### src/rtl/shelter_request_queue_if.sv
// Request/head bus between a shelter (or food) request queue and its neighbours.
interface shelter_request_queue_if #(
    parameter int unsigned DEPTH = 8
);
    localparam int unsigned CW = $clog2(DEPTH) + 1;

    logic          Req_Valid;
    logic [1:0]    Req_Priority;
    logic [7:0]    Req_Zone;
    logic          Req_Ready;
    logic          Serve;
    logic          Out_Valid;
    logic          Out_Boost;
    logic [1:0]    Out_Priority;
    logic [7:0]    Out_Zone;
    logic [CW-1:0] Count;
    logic [7:0]    Drop_Count;

    // Requester/selector side
    modport master (
        output Req_Valid, Req_Priority, Req_Zone, Serve,
        input  Req_Ready, Out_Valid, Out_Boost, Out_Priority, Out_Zone, Count, Drop_Count
    );

    // Queue side
    modport slave (
        input  Req_Valid, Req_Priority, Req_Zone, Serve,
        output Req_Ready, Out_Valid, Out_Boost, Out_Priority, Out_Zone, Count, Drop_Count
    );
endinterface

### src/rtl/shelter_request_queue.sv
// In-order request FIFO presenting its head as a selector candidate, with head
// aging so a long-waiting request raises Out_Boost.
module shelter_request_queue #(
    parameter int unsigned DEPTH     = 8,
    parameter int unsigned AGE_LIMIT = 15
) (
    input  logic                   clk,
    input  logic                   rst_n,
    shelter_request_queue_if.slave bus
);
    localparam int unsigned PW = $clog2(DEPTH);
    localparam int unsigned CW = $clog2(DEPTH) + 1;
    localparam int unsigned AW = $clog2(AGE_LIMIT + 1);

    logic [PW-1:0] r_wr_ptr;
    logic [PW-1:0] r_rd_ptr;
    logic [CW-1:0] r_count;
    logic [AW-1:0] r_age;
    logic [7:0]    r_drop_count;
    logic [1:0]    r_mem_pri  [DEPTH];
    logic [7:0]    r_mem_zone [DEPTH];

    logic w_full;
    logic w_empty;
    logic w_push;
    logic w_pop;
    logic w_drop;

    // Ready depends on registered occupancy only, so a full queue never accepts,
    // even when the head is popped in the same cycle.
    assign w_full  = (r_count == CW'(DEPTH));
    assign w_empty = (r_count == '0);
    assign w_push  = bus.Req_Valid & ~w_full;
    assign w_drop  = bus.Req_Valid & w_full;
    assign w_pop   = bus.Serve & ~w_empty;

    // Pointers, occupancy, head age and drop counter
    always_ff @(posedge clk) begin
        if (!rst_n) begin
            r_wr_ptr     <= '0;
            r_rd_ptr     <= '0;
            r_count      <= '0;
            r_age        <= '0;
            r_drop_count <= '0;
        end else begin
            if (w_push) r_wr_ptr <= r_wr_ptr + PW'(1);
            if (w_pop)  r_rd_ptr <= r_rd_ptr + PW'(1);

            case ({w_push, w_pop})
                2'b10:   r_count <= r_count + CW'(1);
                2'b01:   r_count <= r_count - CW'(1);
                default: r_count <= r_count;
            endcase

            // A fresh head (after a pop, or into an empty queue) starts at age 0
            if (w_pop || w_empty) begin
                r_age <= '0;
            end else if (r_age != AW'(AGE_LIMIT)) begin
                r_age <= r_age + AW'(1);
            end

            if (w_drop && (r_drop_count != 8'hFF)) begin
                r_drop_count <= r_drop_count + 8'd1;
            end
        end
    end

    // Entry storage; contents are left unreset since occupancy gates visibility
    always_ff @(posedge clk) begin
        if (w_push) begin
            r_mem_pri[r_wr_ptr]  <= bus.Req_Priority;
            r_mem_zone[r_wr_ptr] <= bus.Req_Zone;
        end
    end

    assign bus.Req_Ready    = ~w_full;
    assign bus.Out_Valid    = ~w_empty;
    assign bus.Out_Boost    = ~w_empty & (r_age == AW'(AGE_LIMIT));
    assign bus.Out_Priority = r_mem_pri[r_rd_ptr];
    assign bus.Out_Zone     = r_mem_zone[r_rd_ptr];
    assign bus.Count        = r_count;
    assign bus.Drop_Count   = r_drop_count;
endmodule

### src/flat_wrapper.sv
// flat-port wrapper written by rule: the top's interface ports become plain ports
module shelter_request_queue_flat 
#(
    parameter int unsigned DEPTH     = 8,
    parameter int unsigned AGE_LIMIT = 15
)
  (clk, rst_n, bus_Req_Valid, bus_Req_Priority, bus_Req_Zone, bus_Serve, bus_Req_Ready, bus_Out_Valid, bus_Out_Boost, bus_Out_Priority, bus_Out_Zone, bus_Count, bus_Drop_Count);
  shelter_request_queue_if #(.DEPTH(DEPTH)) bus_i ();
  input  logic clk;
  input  logic rst_n;
  input wire logic [$bits(bus_i.Req_Valid)-1:0] bus_Req_Valid;
  input wire logic [$bits(bus_i.Req_Priority)-1:0] bus_Req_Priority;
  input wire logic [$bits(bus_i.Req_Zone)-1:0] bus_Req_Zone;
  input wire logic [$bits(bus_i.Serve)-1:0] bus_Serve;
  output wire logic [$bits(bus_i.Req_Ready)-1:0] bus_Req_Ready;
  output wire logic [$bits(bus_i.Out_Valid)-1:0] bus_Out_Valid;
  output wire logic [$bits(bus_i.Out_Boost)-1:0] bus_Out_Boost;
  output wire logic [$bits(bus_i.Out_Priority)-1:0] bus_Out_Priority;
  output wire logic [$bits(bus_i.Out_Zone)-1:0] bus_Out_Zone;
  output wire logic [$bits(bus_i.Count)-1:0] bus_Count;
  output wire logic [$bits(bus_i.Drop_Count)-1:0] bus_Drop_Count;
  assign bus_i.Req_Valid = bus_Req_Valid;
  assign bus_i.Req_Priority = bus_Req_Priority;
  assign bus_i.Req_Zone = bus_Req_Zone;
  assign bus_i.Serve = bus_Serve;
  assign bus_Req_Ready = bus_i.Req_Ready;
  assign bus_Out_Valid = bus_i.Out_Valid;
  assign bus_Out_Boost = bus_i.Out_Boost;
  assign bus_Out_Priority = bus_i.Out_Priority;
  assign bus_Out_Zone = bus_i.Out_Zone;
  assign bus_Count = bus_i.Count;
  assign bus_Drop_Count = bus_i.Drop_Count;
  shelter_request_queue #(.DEPTH(DEPTH), .AGE_LIMIT(AGE_LIMIT)) u_core (.clk(clk), .rst_n(rst_n), .bus(bus_i));
endmodule
### config.mk
export PLATFORM = sky130hd
export DESIGN_NAME = shelter_request_queue_flat
export DESIGN_NICKNAME = d
export VERILOG_FILES = /design/src/rtl/shelter_request_queue_if.sv /design/src/rtl/shelter_request_queue.sv /design/src/flat_wrapper.sv
export SDC_FILE = /design/constraint.sdc
export NUM_CORES = 1
export LEC_CHECK = 0
export ABC_AREA = 1
export CAP_MARGIN = 20
export CORE_MARGIN = 1
export CORE_UTILIZATION = 50
export CTS_BUF_LIST = sky130_fd_sc_hd__clkbuf_8
export CTS_CLUSTER_SIZE = 8
export DETAILED_ROUTE_END_ITERATION = 8
export GPL_ROUTABILITY_DRIVEN = 0
export GPL_TIMING_DRIVEN = 0
export PLACE_DENSITY_LB_ADDON = 0.12
export SLEW_MARGIN = 30
export SYNTH_ARGS = -nofsm -noshare
export SYNTH_HDL_FRONTEND = slang
export SYNTH_SLANG_ARGS = --single-unit
### constraint.sdc
create_clock -name clk -period 3.5 [get_ports clk]
set_clock_uncertainty 0.2 [all_clocks]
set_input_delay 0.35 -clock clk [delete_from_list [all_inputs] [get_ports clk]]
set_output_delay 0.35 -clock clk [all_outputs]
set_load 0.01 [all_outputs]
==> flow_results.org, run 1 <==
** Status
- Result of the run :: finished clean

** Run
- Across the run, the number of max-cap violations was 0.

** Final layout
- Summing all flip-flop and latch instances after layout gives 2900 um2.
- The multi-input combinational cells in the finished layout cover a total of 1370 um2.
- In the final design database the tool counted 478 nets.
- 0 antenna diodes ended up in the layout.
- Layout cells sized above 1 :: 0.0736
- Relative to the synthesized area, the layout overhead comes to 15.8%.
- Summing all non-filler instances in the final layout gives an area of 5110 um2.
- After filler insertion, the fill cell instance count of the layout stands at 699.

** Clock tree
- Clock tree from TritonCTS :: yes
- Clock buffer count from CTS :: 9
- Clock-pin slew on the worst setup and hold paths :: 90 ps
- CTS saw 105 sinks.
- The H-tree was split into 3 levels.
- Clock network latency to the later pin of the worst-skew pair :: 360 ps
- No sink is reached through more buffers than the 2 on the longest clock path.
- Clock root buffer :: sky130_fd_sc_hd__clkbuf_8
- The number of hold buffers added after CTS was 0.
- Post-CTS setup buffers :: 0
- In this run, post-CTS repair resized a total of 0 instances.

** GRT
- In the global route stage, overall resource usage came out at 0.215.
- For met2 alone, demand over resource in global routing was 0.340.
- For this run the aggregate overflow at the end of global routing stands at 0.
- The via count of the first global-routing pass is 2,746.
- For this run, global-route usage on met1 was measured as 0.291.
- The layer flagged by global routing as most heavily used is met2.
- First-pass GRT wire length :: 14.0 mm
- Pin count of the biggest net entering global routing :: 18
- Met3 usage in global routing :: 0.0379
- Number of antenna violations at the first check in global routing :: 0

** Synthesis
- Mapped Nets :: 429
- The share of the Yosys chip area taken by registers is 0.658.
- In the synthesized netlist the async set-or-reset flop fraction comes to 0.
- Count of state elements after synthesis :: 105
- Of the post-synthesis cell area, the dominant cell type holds 0.545.
- Mean area per synthesized cell :: 10.8 um2
- Cell type contributing the most total cell area after synthesis :: sky130_fd_sc_hd__edfxtp_1
- The number of different library cells used by synthesis comes to 32.
- The synthesized netlist occupies a cell area of 4410 um2.
- Ys flop type :: sky130_fd_sc_hd__edfxtp_1
- Synthesis warning total :: 0
- Counting flops with a built-in enable in the synthesized netlist gives 80.
- Sorting the synthesized cells by area gives the leading types as sky130_fd_sc_hd__edfxtp_1, sky130_fd_sc_hd__dfxtp_1, sky130_fd_sc_hd__nand2_1.
- The cell count after synthesis came out at 408.

** Floorplan
- Horizontal die dimension :: 95.9 um
- Die ar. :: 9200 um2
- Row generation in the floorplan step produced 33 rows.
- For this configuration, the core starts out at a cell density of 0.526.
- During I/O placement, the number of pins put on the boundary was 39.
- Die extent in y :: 95.9 um
- The total area inside the core boundary comes to 8380 um2.

** Drt
- For this block, the initial DRC count from the detailed router was 142.
- The routed layout has 3,015 vias.
- DR vias/cell :: 5.32
- In this run the remaining antenna-violating nets after routing total 0.
- In the final routed layout, each cell accounts on average for 16.1 um.
- Pre-antenna DRT Iters :: 4
- Final Routed Wirelength :: 9.10 mm
- In the routed design, unresolved DRC markers number 0.

** STA
- Final hold analysis gives a worst-case slack of 289 ps.
- Of the available clock period, the critical path in the final layout requires 0.830.
- Slew Limit Fails :: 0
- The hold violation total from the final report is 0.
- Setup-failing EPs final :: 0
- Aggregate negative setup slack :: 0 ps
- Based on the critical path, the design can be clocked at up to 344 MHz.
- For the pin with the worst max-slew slack, the measured transition is 956 ps.
- Setup repair after global routing left no endpoint under its margin.
- Time the worst path needs with I/O delays and setup :: 2910 ps
- Worst relative slew slack :: 0.360

** Worst setup path
- Startpoint kind of the worst setup timing path :: register
- Critical path arrival :: 2360 ps
- Worst setup EP type :: output pin
- Required @ worst endpoint :: 2950 ps
- Critical-path maximum fanout :: 10
- The critical path in this run is classified as register to output pin.

** Power and ir drop
- For this design the ratio of total power to cell area is 639 nW/um2.
- Across the VDD grid, the largest voltage drop is 0.000410 V.
- Leakage :: 1.82 nW

** Place
- Post-DP HPWL :: 5.79 mm
- Input and output buffers added on the ports amount to 38.
- Placed inst area :: 4930 um2

** Min path
- Hold Crit Class :: register to register
cell usage after synthesis, drive strengths merged (2+ instances only):
cell type and n:
edfxtp 80, nand2 73, nor2 69, o21ai 51, inv 26, dfxtp 25, a21oi 15, clkbuf 11
mux2i 10, nand3 10, o22ai 10, ha 7, xnor2 4, nand4 3, xor2 3, buf 2
clkinv 2, nor3 2
where the power goes:
| group | switching [mW] | internal [mW] | total [mW] |
|---|---|---|---|
| clock | 0.397 | 0.257 | 0.655 |
| sequential | 0.0733 | 1.45 | 1.52 |
| combinational | 0.651 | 0.440 | 1.09 |
| total | 1.12 | 2.14 | 3.26 |
stage by stage:
step,power (mW),instances,utilization,worst slack [ps]
floorplan,2.18,408,-,1370
global placement,2.61,551,0.587,695
detailed placement,2.64,551,0.588,842
CTS,3.28,567,0.609,603
global route,3.46,567,0.609,435
finish,3.26,567,0.609,593
routing by layer:
layer	share of wire	wire, um
met1	0.44	4050
met2	0.47	4300
met3	0.062	567
met4	0.020	180
met5	0	0
worst paths after layout:
path                            slack [ps]  cells past startpoint                 from                 endpoint
worst max-delay path                   590                      6             register          bus_Out_Zone[0]
worst min-delay path                   290                      2   u_core.r_wr_ptr[0]       u_core.r_wr_ptr[0]
worst max register to register        1100                      6  u_core.bus.Count[2]  u_core.r_mem_zone[7][4]
worst min register to register         290                      2   u_core.r_wr_ptr[0]       u_core.r_wr_ptr[0]
logic make-up (layout without fill, tap and decap cells):
family / after synthesis / after routing / synth area share
AO/OA/AOI/OAI: 78 / 78 / 0.0948
AND/OR/NAND/NOR: 160 / 160 / 0.155
flip-flops: 105 / 105 / 0.658
adder cells (fa/ha/maj): 7 / 7 / 0.0199
multiplexers: 10 / 10 / 0.0227
buffers and inverters: 41 / 95 / 0.0357
XOR/XNOR: 7 / 7 / 0.0139
cell usage in the layout (no fill, tap or decap), drive strengths merged:
| cell type | instances |
|---|---|
| a211oi | 1 |
| a21oi | 15 |
| a31oi | 1 |
| and3 | 1 |
| buf | 2 |
| clkbuf | 20 |
| clkdlybuf4s50 | 38 |
| clkinv | 3 |
| clkinvlp | 3 |
| dfxtp | 25 |
| edfxtp | 80 |
| ha | 7 |
| inv | 29 |
| mux2i | 10 |
| nand2 | 73 |
| nand3 | 10 |
| nand4 | 3 |
| nor2 | 69 |
| nor3 | 2 |
| nor3b | 1 |
| o21ai | 51 |
| o22ai | 10 |
| or2 | 1 |
| xnor2 | 4 |
| xor2 | 3 |
final cells by class:
| cell class | count | share of cell area |
|---|---|---|
| Timing Repair Buffer | 38 | 0.0745 |
| Inverter | 28 | 0.0208 |
| Multi-Input combinational cell | 262 | 0.267 |
| Tap cell | 105 | 0.0257 |
| Clock inverter | 7 | 0.00931 |
| Sequential cell | 105 | 0.568 |
| Clock buffer | 9 | 0.0242 |
| Buffer | 13 | 0.0100 |
critical path: stages (launching register included):
cell	delay, ps
sky130_fd_sc_hd__dfxtp_1	380
sky130_fd_sc_hd__clkbuf_1	490
sky130_fd_sc_hd__o21ai_0	190
sky130_fd_sc_hd__o22ai_1	200
sky130_fd_sc_hd__nand2_1	100
sky130_fd_sc_hd__nand2_1	90
sky130_fd_sc_hd__clkdlybuf4s50_1	560
flip-flops by register name (all words and copies together), names as in the netlist, named ones only:
name                   count
u_core.bus.Count           4
u_core.bus.Drop_Count      8
u_core.r_age               4
u_core.r_mem_pri          16
u_core.r_mem_zone         64
u_core.r_rd_ptr            3
u_core.r_wr_ptr            3
(Power assumes the default switching activity.)
==> run 2, diff against run 1 <==
==> constraint.sdc (replaced) <==
create_clock -name clk -period 3 [get_ports clk]
set_clock_uncertainty 0.2 [all_clocks]
set_input_delay 0.3 -clock clk [delete_from_list [all_inputs] [get_ports clk]]
set_output_delay 0.3 -clock clk [all_outputs]
set_load 0.01 [all_outputs]
==> flow_results.org, run 2 (synthesis results as in run 1) <==
** Worst setup path
- The capture point of the worst reg-to-reg path is u_core.r_mem_zone[7][4] (unchanged).
- Critical path type :: register to output pin (unchanged)
- The data arrival at the endpoint of the critical path came to 2350 ps (was 2360 ps).
- Sequence of cells on the critical path :: clkbuf_1 -> o21ai_0 -> o22ai_1 -> nand2_1 -> nand2_1 -> clkdlybuf4s50_1 (unchanged)
- The startpoint of the lowest-slack register-to-register path was u_core.bus.Count[2] (unchanged).
- The highest-delay cell along the critical path is sky130_fd_sc_hd__clkdlybuf4s50_1 (unchanged).
- The length in cells of the worst reg-to-reg path was 6 (unchanged).
- The element type at the critical path end is an output pin (unchanged).
- The kind of cell adding the most delay to the critical path is buffers and inverters (unchanged).
- Required @ worst endpoint :: 2500 ps (was 2950 ps)
- The category of the worst setup path launch point is a register (unchanged).
- Reg-to-reg setup timing slack :: 600 ps (was 1100 ps)
- Cell repeated most along the worst path :: sky130_fd_sc_hd__nand2_1 (unchanged)
- The maximum fanout along the worst path is 10 (unchanged).
- The number of buffer and inverter instances along the worst setup path is 2 (unchanged).
- Delay of the slowest critical-path stage :: 560 ps (about the same)

** GRT
- GRT overflow :: 0 (unchanged)
- Number of global-route vias before repair :: 2,746 (unchanged)
- The most heavily used metal layer in global routing is met2 (unchanged).
- Met1 Track Usage GR :: 0.291 (unchanged)
- The global-route usage over all layers is 0.215 (unchanged).
- Pin count of the biggest net entering global routing :: 18 (unchanged)
- Number of antenna violations at the first check in global routing :: 0 (unchanged)
- The met2 track demand over resource in global routing was 0.340 (unchanged).
- The met3 demand-to-capacity share in global routing came to 0.0379 (unchanged).
- First-pass GRT wire length :: 14.0 mm (unchanged)

** Floorplan
- Die extent in y :: 95.9 um (unchanged)
- The floorplan die area was 9200 um2 (unchanged).
- The number of top-level design ports came to 39 (unchanged).
- Horizontal die dimension :: 95.9 um (unchanged)
- Number of core rows :: 33 (unchanged)
- Initial core utilization :: 0.526 (unchanged)
- The core box area came to 8380 um2 (unchanged).

** Final layout
- Commonest non-fill, non-tap cells in the layout: sky130_fd_sc_hd__edfxtp_1, sky130_fd_sc_hd__nand2_1, sky130_fd_sc_hd__nor2_1 (unchanged).
- Filler cell count :: 698 (was 699)
- Area Overhead vs Synth :: 15.9% (was 15.8%)
- The share of cells above drive strength 1 came to 0.0758 (was 0.0736).
- Final design area excluding fillers :: 5110 um2 (about the same)
- The number of diodes added for antenna fixing came to 0 (unchanged).
- Most common library cell in the layout ignoring fill and taps :: sky130_fd_sc_hd__edfxtp_1 (unchanged)
- The number of flip-flops under the largest register name came to 64 (unchanged).
- The number of nets in the final layout came to 478 (unchanged).
- The register with the highest flop count is u_core.r_mem_zone (unchanged).

** Clock tree
- Clock sink count :: 105 (unchanged)
- The post-cts resize count came to 0 (unchanged).
- Maximum number of buffers from clock root to sink :: 2 (unchanged)
- Post-CTS setup buffers :: 0 (unchanged)
- Clock tree from TritonCTS :: yes (unchanged)
- The TritonCTS buffer count came to 9 (unchanged).
- Hold-fix buffer count after cts :: 0 (unchanged)
- Clock root buffer :: sky130_fd_sc_hd__clkbuf_8 (unchanged)
- The clock-pin slew reported for the worst setup and hold paths after clock tree synthesis is 90 ps (about the same).
- The clock latency reported for the late side of the worst-skew pair is 360 ps (about the same).
- The number of levels the H-tree was split into is 3 (unchanged).

** Min path
- Hold path depth :: 2 (unchanged)
- Hold Crit Class :: register to register (unchanged)
- The worst min-delay path endpoint is u_core.r_wr_ptr[0] (unchanged).
- The critical hold path startpoint was u_core.r_wr_ptr[0] (unchanged).

** Power and ir drop
- The power per unit of standard cell area was 745 nW/um2 (was 639 nW/um2).
- Maximum vdd drop :: 0.000479 V (was 0.000410 V)
- Leakage :: 1.83 nW (was 1.82 nW)

** STA
- For this run, the top clock speed supported by timing is 351 MHz.
- Worst slew pin tran :: 972 ps (was 956 ps)
- Ratio of final minimum period to clock period :: 0.949
- Worst relative slew slack :: 0.350 (was 0.360)
- Counting I/O delays and the setup requirement, the final critical path takes 2850 ps.
- Aggregate negative setup slack :: 0 ps (unchanged)
- RSZ-0062 raised after global routing: no (unchanged).
- The hold violation total from the final report came to 0 (unchanged).
- Slew Limit Fails :: 0 (unchanged)
- Setup-failing EPs final :: 0 (unchanged)

** Status
- Result of the run :: finished clean (unchanged)

** Drt
- Drt first-iter violations :: 140 (was 142)
- DR vias/cell :: 5.32 (about the same)
- The routed wirelength normalized by instance count was 16.0 um (was 16.1 um).
- The remaining number of nets flagged by the antenna check after routing is 0 (unchanged).
- The total wire length after detailed routing came to 9.09 mm (was 9.10 mm).
- Via count :: 3,017 (was 3,015)
- The first-pass detailed-route iteration total was 4 (unchanged).
- Number of design rule violations left after detail routing :: 0 (unchanged)

** Place
- The total of buffers placed on input and output ports was 38 (unchanged).
- Placed inst area :: 4930 um2 (unchanged)
- Post-DP HPWL :: 5.79 mm (unchanged)

** Run
- The max-capacitance violation count was 0 (unchanged).
## run 2: cell counts in the layout (fill, tap and decap cells not counted)
No cell type changed its count.
## run 2: metal layers
metal / vias to the layer above / wire (um) / part of all wire
met5: - / 0 / 0
met4: 0 / 180 / 0.020
met3: 15 / 566 / 0.062
met2: 103 / 4270 / 0.47
met1: 1401 / 4080 / 0.45
li1: 1498 / - / -
## run 2: report_power, final
group / internal, mW / switching [mW]
logic: 0.514 / 0.759
clock network: 0.300 / 0.463
registers: 1.69 / 0.0854
total: 2.50 / 1.31
## run 2: layout make-up
cell class | instances | area (um2) | area share
inverters | 28 | 106 | 0.0208
well taps | 105 | 131 | 0.0257
plain buffers | 13 | 52.6 | 0.0103
flip-flops and latches | 105 | 2900 | 0.568
clock inverters | 7 | 47.5 | 0.00930
repair buffers | 38 | 380 | 0.0744
multi-input cells | 262 | 1370 | 0.267
clock buffers | 9 | 124 | 0.0242
## run 2: worst max path at each step
stage                                          to  slack (ps)  cells after the start
after CTS                     bus_Out_Priority[0]         150                      7
after floorplan               u_core.bus.Count[2]         870                     12
after global placement    u_core.r_mem_zone[1][3]         240                      5
after detailed placement   u_core.r_mem_pri[5][1]         390                      5
after global routing          bus_Out_Priority[0]          30                      6
final                             bus_Out_Zone[0]         150                      6
## run 2: tightest hold or removal path, cell delays in order (launching register included)
cell and delay, ps:
sky130_fd_sc_hd__dfxtp_1 330, sky130_fd_sc_hd__nand2_1 70, sky130_fd_sc_hd__a21oi_1 50
## run 2: through the flow
stage               power [mW]  setup slack (ps)  utilization  std cells  hold slack [ps]
finish                    3.81               153        0.610        567              289
floorplan                 2.54               872            -        408              199
global route              4.04              25.8        0.610        567              334
CTS                       3.83               153        0.609        567              293
global placement          3.05               245        0.587        551              268
detailed placement        3.07               392        0.588        551              279
==> run 3, diff against run 2 <==
--- a/config.mk
+++ b/config.mk
@@ -8,7 +8,7 @@
 export ABC_AREA = 1
 export CAP_MARGIN = 20
 export CORE_MARGIN = 1
-export CORE_UTILIZATION = 50
+export CORE_UTILIZATION = 59
 export CTS_BUF_LIST = sky130_fd_sc_hd__clkbuf_8
 export CTS_CLUSTER_SIZE = 8
 export DETAILED_ROUTE_END_ITERATION = 8
==> flow_results.org, run 3 (synthesis results as in run 1) <==
** Drt
- The routed wirelength normalized by instance count was 15.3 um (was 16.0 um).
- Final Routed Wirelength :: 8.57 mm (was 9.09 mm)
- The detail-routed via count per cell was 5.34 (was 5.32).
- The first-pass detailed-route iteration total is 4 (unchanged).
- The remaining number of nets flagged by the antenna check after routing is 0 (unchanged).
- Via count :: 2,997 (was 3,017)
- The initial DRC count came to 251 (was 140).
- Number of design rule violations left after detail routing :: 0 (unchanged)

** Worst setup path
- Slowest CP cell :: sky130_fd_sc_hd__clkdlybuf4s50_1 (unchanged)
- Critical-path maximum fanout :: 10 (unchanged)
- Delay of the slowest critical-path stage :: 540 ps (was 560 ps)
- The number of buffer and inverter instances along the worst setup path was 3 (was 2).
- Critical path arrival :: 2290 ps (was 2350 ps)
- The data required time at the worst endpoint came to 2500 ps (about the same).
- The most common cell type on the critical path was sky130_fd_sc_hd__nand2_1 (unchanged).
- Startpoint kind of the worst setup timing path :: register (unchanged)
- Sequence of cells on the critical path :: inv_1 -> clkbuf_1 -> o21ai_0 -> o21ai_1 -> nand2_1 -> nand2_1 -> clkdlybuf4s50_1 (was clkbuf_1 -> o21ai_0 -> o22ai_1 -> nand2_1 -> nand2_1 -> clkdlybuf4s50_1)
- Worst path top cell family by delay :: buffers and inverters (unchanged)
- The critical path start-end classification is register to output pin (unchanged).
- The element type at the critical path end was an output pin (unchanged).

** Floorplan
- Die extent in y :: 88.5 um (was 95.9 um)
- I/O pin count :: 39 (unchanged)
- The die span in x was 88.5 um (was 95.9 um).
- Die ar. :: 7830 um2 (was 9200 um2)
- The core box area came to 7250 um2 (was 8380 um2).
- Number of core rows :: 31 (was 33)
- The starting utilization of the core area came to 0.608 (was 0.526).

** Power and ir drop
- Total power divided by cell area :: 746 nW/um2 (was 745 nW/um2)
- The final total power came to 3.80 mW (was 3.81 mW).
- The largest voltage drop on the vdd net is 0.000570 V (was 0.000479 V).
- The leakage power came to 1.82 nW (was 1.83 nW).

** Final layout
- The number of diodes added for antenna fixing came to 0 (unchanged).
- The area of the multi-input gates is 1360 um2 (was 1370 um2).
- Register ranked first by flip-flop count :: u_core.r_mem_zone (unchanged)
- Filler cell count :: 555 (was 698)
- Commonest non-fill, non-tap cells in the layout: sky130_fd_sc_hd__edfxtp_1, sky130_fd_sc_hd__nand2_1, sky130_fd_sc_hd__nor2_1 (unchanged).
- Layout cells sized above 1 :: 0.0671 (was 0.0758)
- The number of flip-flops under the largest register name came to 64 (unchanged).
- The number of nets in the final layout is 478 (unchanged).
- The area occupied by registers is 2900 um2 (unchanged).
- The signed area change from the synthesized netlist to the final layout is 15.5% (was 15.9%).
- The cell area after layout is 5100 um2 (was 5110 um2).
- The most common cell after layout, fill and taps aside is sky130_fd_sc_hd__edfxtp_1 (unchanged).

** STA
- The part of the cycle the worst path needs was 0.929 (was 0.949).
- Final worst setup slack :: 213 ps (was 153 ps)
- The setup total negative slack came to 0 ps (unchanged).
- Slew Limit Fails :: 0 (unchanged)
- The slew at the pin with the worst max-slew slack is 971 ps (was 972 ps).
- Final Hold Slack :: 305 ps (was 289 ps)
- The number of setup violations in the final report is 0 (unchanged).
- RSZ-0062 raised after global routing :: no (unchanged)
- Hold Violations, Final :: 0 (unchanged)
- The final critical-path required period was 2790 ps (was 2850 ps).
- Highest attainable clock frequency :: 359 MHz (was 351 MHz)
- Worst relative slew slack :: 0.350 (about the same)

** Status
- Result of the run: finished clean (unchanged).

** GRT
- Met1 Track Usage GR :: 0.298 (was 0.291)
- Pin count of the biggest net entering global routing :: 19 (was 18)
- The global-route wire length before repair was 13.4 mm (was 14.0 mm).
- The met2 track demand over resource in global routing is 0.403 (was 0.340).
- The most heavily used metal layer in global routing was met2 (unchanged).
- Met3 usage in global routing :: 0.0289 (was 0.0379)
- The final global-route overflow total was 0 (unchanged).
- Number of global-route vias before repair :: 2,778 (was 2,746)
- Total global-route track usage :: 0.236 (was 0.215)
- The number of antenna violations at the first check in global routing is 0 (unchanged).

** Clock tree
- Clock tree from TritonCTS :: yes (unchanged)
- Clock buffer count from CTS :: 9 (unchanged)
- Cts repair resizes :: 0 (unchanged)
- Hold-fix buffer count after cts :: 0 (unchanged)
- The clock-pin slew reported for the worst setup and hold paths after clock tree synthesis is 90 ps (about the same).
- Clock root buffer :: sky130_fd_sc_hd__clkbuf_8 (unchanged)
- Clock sink count :: 105 (unchanged)
- The maximum clock path buffer count is 2 (unchanged).
- The number of setup buffers added after CTS is 0 (unchanged).
- Clock H-tree levels :: 3 (unchanged)
- The clock latency reported for the late side of the worst-skew pair was 360 ps (about the same).

** Place
- Post-DP HPWL :: 5.69 mm (was 5.79 mm)
- The placed instance area came to 4910 um2 (was 4930 um2).
- Count of input and output buffers :: 38 (unchanged)
- Dpl ws :: 403 ps (was 392 ps)

** Run
- Maximum Capacitance Violations :: 0 (unchanged)

** Min path
- Hold Crit Class :: register to register (unchanged)
[run 3: changes by cell type in the layout (fill, tap and decap cells not counted)]
cell / previous run / this run
sky130_fd_sc_hd__nor2_1: 60 / 64
sky130_fd_sc_hd__inv_6: 1 / 2
sky130_fd_sc_hd__nor2_2: 7 / 3
sky130_fd_sc_hd__clkinv_1: 1 / 2
sky130_fd_sc_hd__clkbuf_1: 10 / 11
sky130_fd_sc_hd__inv_1: 27 / 25
sky130_fd_sc_hd__clkbuf_2: 1 / 0
[run 3: power by group]
part | switching (mW) | total, mW | internal (mW)
clock | 0.474 | 0.780 | 0.306
combinational | 0.729 | 1.24 | 0.514
sequential | 0.0912 | 1.78 | 1.69
total | 1.29 | 3.80 | 2.51
[run 3: final cells by class]
| class | count | share of cell area |
|---|---|---|
| Clock inverter | 7 | 0.0103 |
| Buffer | 13 | 0.0101 |
| Timing Repair Buffer | 38 | 0.0746 |
| Clock buffer | 9 | 0.0243 |
| Inverter | 28 | 0.0209 |
| Tap cell | 99 | 0.0243 |
| Sequential cell | 105 | 0.570 |
| Multi-Input combinational cell | 262 | 0.266 |
[run 3: path summary, 6_finish.rpt]
check / start / end / slack [ps] / depth (start not counted)
worst max-delay path: register / bus_Out_Zone[4] / 210 / 7
worst min-delay path: u_core.r_age[0] / u_core.r_age[0] / 310 / 2
worst max register to register: u_core.bus.Count[2] / u_core.r_mem_zone[3][4] / 620 / 6
worst min register to register: u_core.r_age[0] / u_core.r_age[0] / 310 / 2
[run 3: worst register-to-register path, stage by stage, from the launching register on]
cell	delay [ps]
sky130_fd_sc_hd__dfxtp_1	390
sky130_fd_sc_hd__inv_1	160
sky130_fd_sc_hd__nand3_2	130
sky130_fd_sc_hd__nand2_1	160
sky130_fd_sc_hd__nor2_1	130
sky130_fd_sc_hd__inv_1	90
sky130_fd_sc_hd__nor2_1	740
[run 3: metrics by stage]
stage | util | std cells
after floorplan | - | 408
after detailed placement | 0.678 | 545
after global placement | 0.678 | 545
after global routing | 0.703 | 561
final | 0.703 | 561
after CTS | 0.702 | 561
[run 3: metal layers]
| layer | wire length, um | vias to the layer above | part of all wire |
|---|---|---|---|
| met3 | 440 | 13 | 0.051 |
| met4 | 186 | 0 | 0.022 |
| li1 | - | 1503 | - |
| met5 | 0 | - | 0 |
| met1 | 3560 | 1396 | 0.42 |
| met2 | 4380 | 85 | 0.51 |
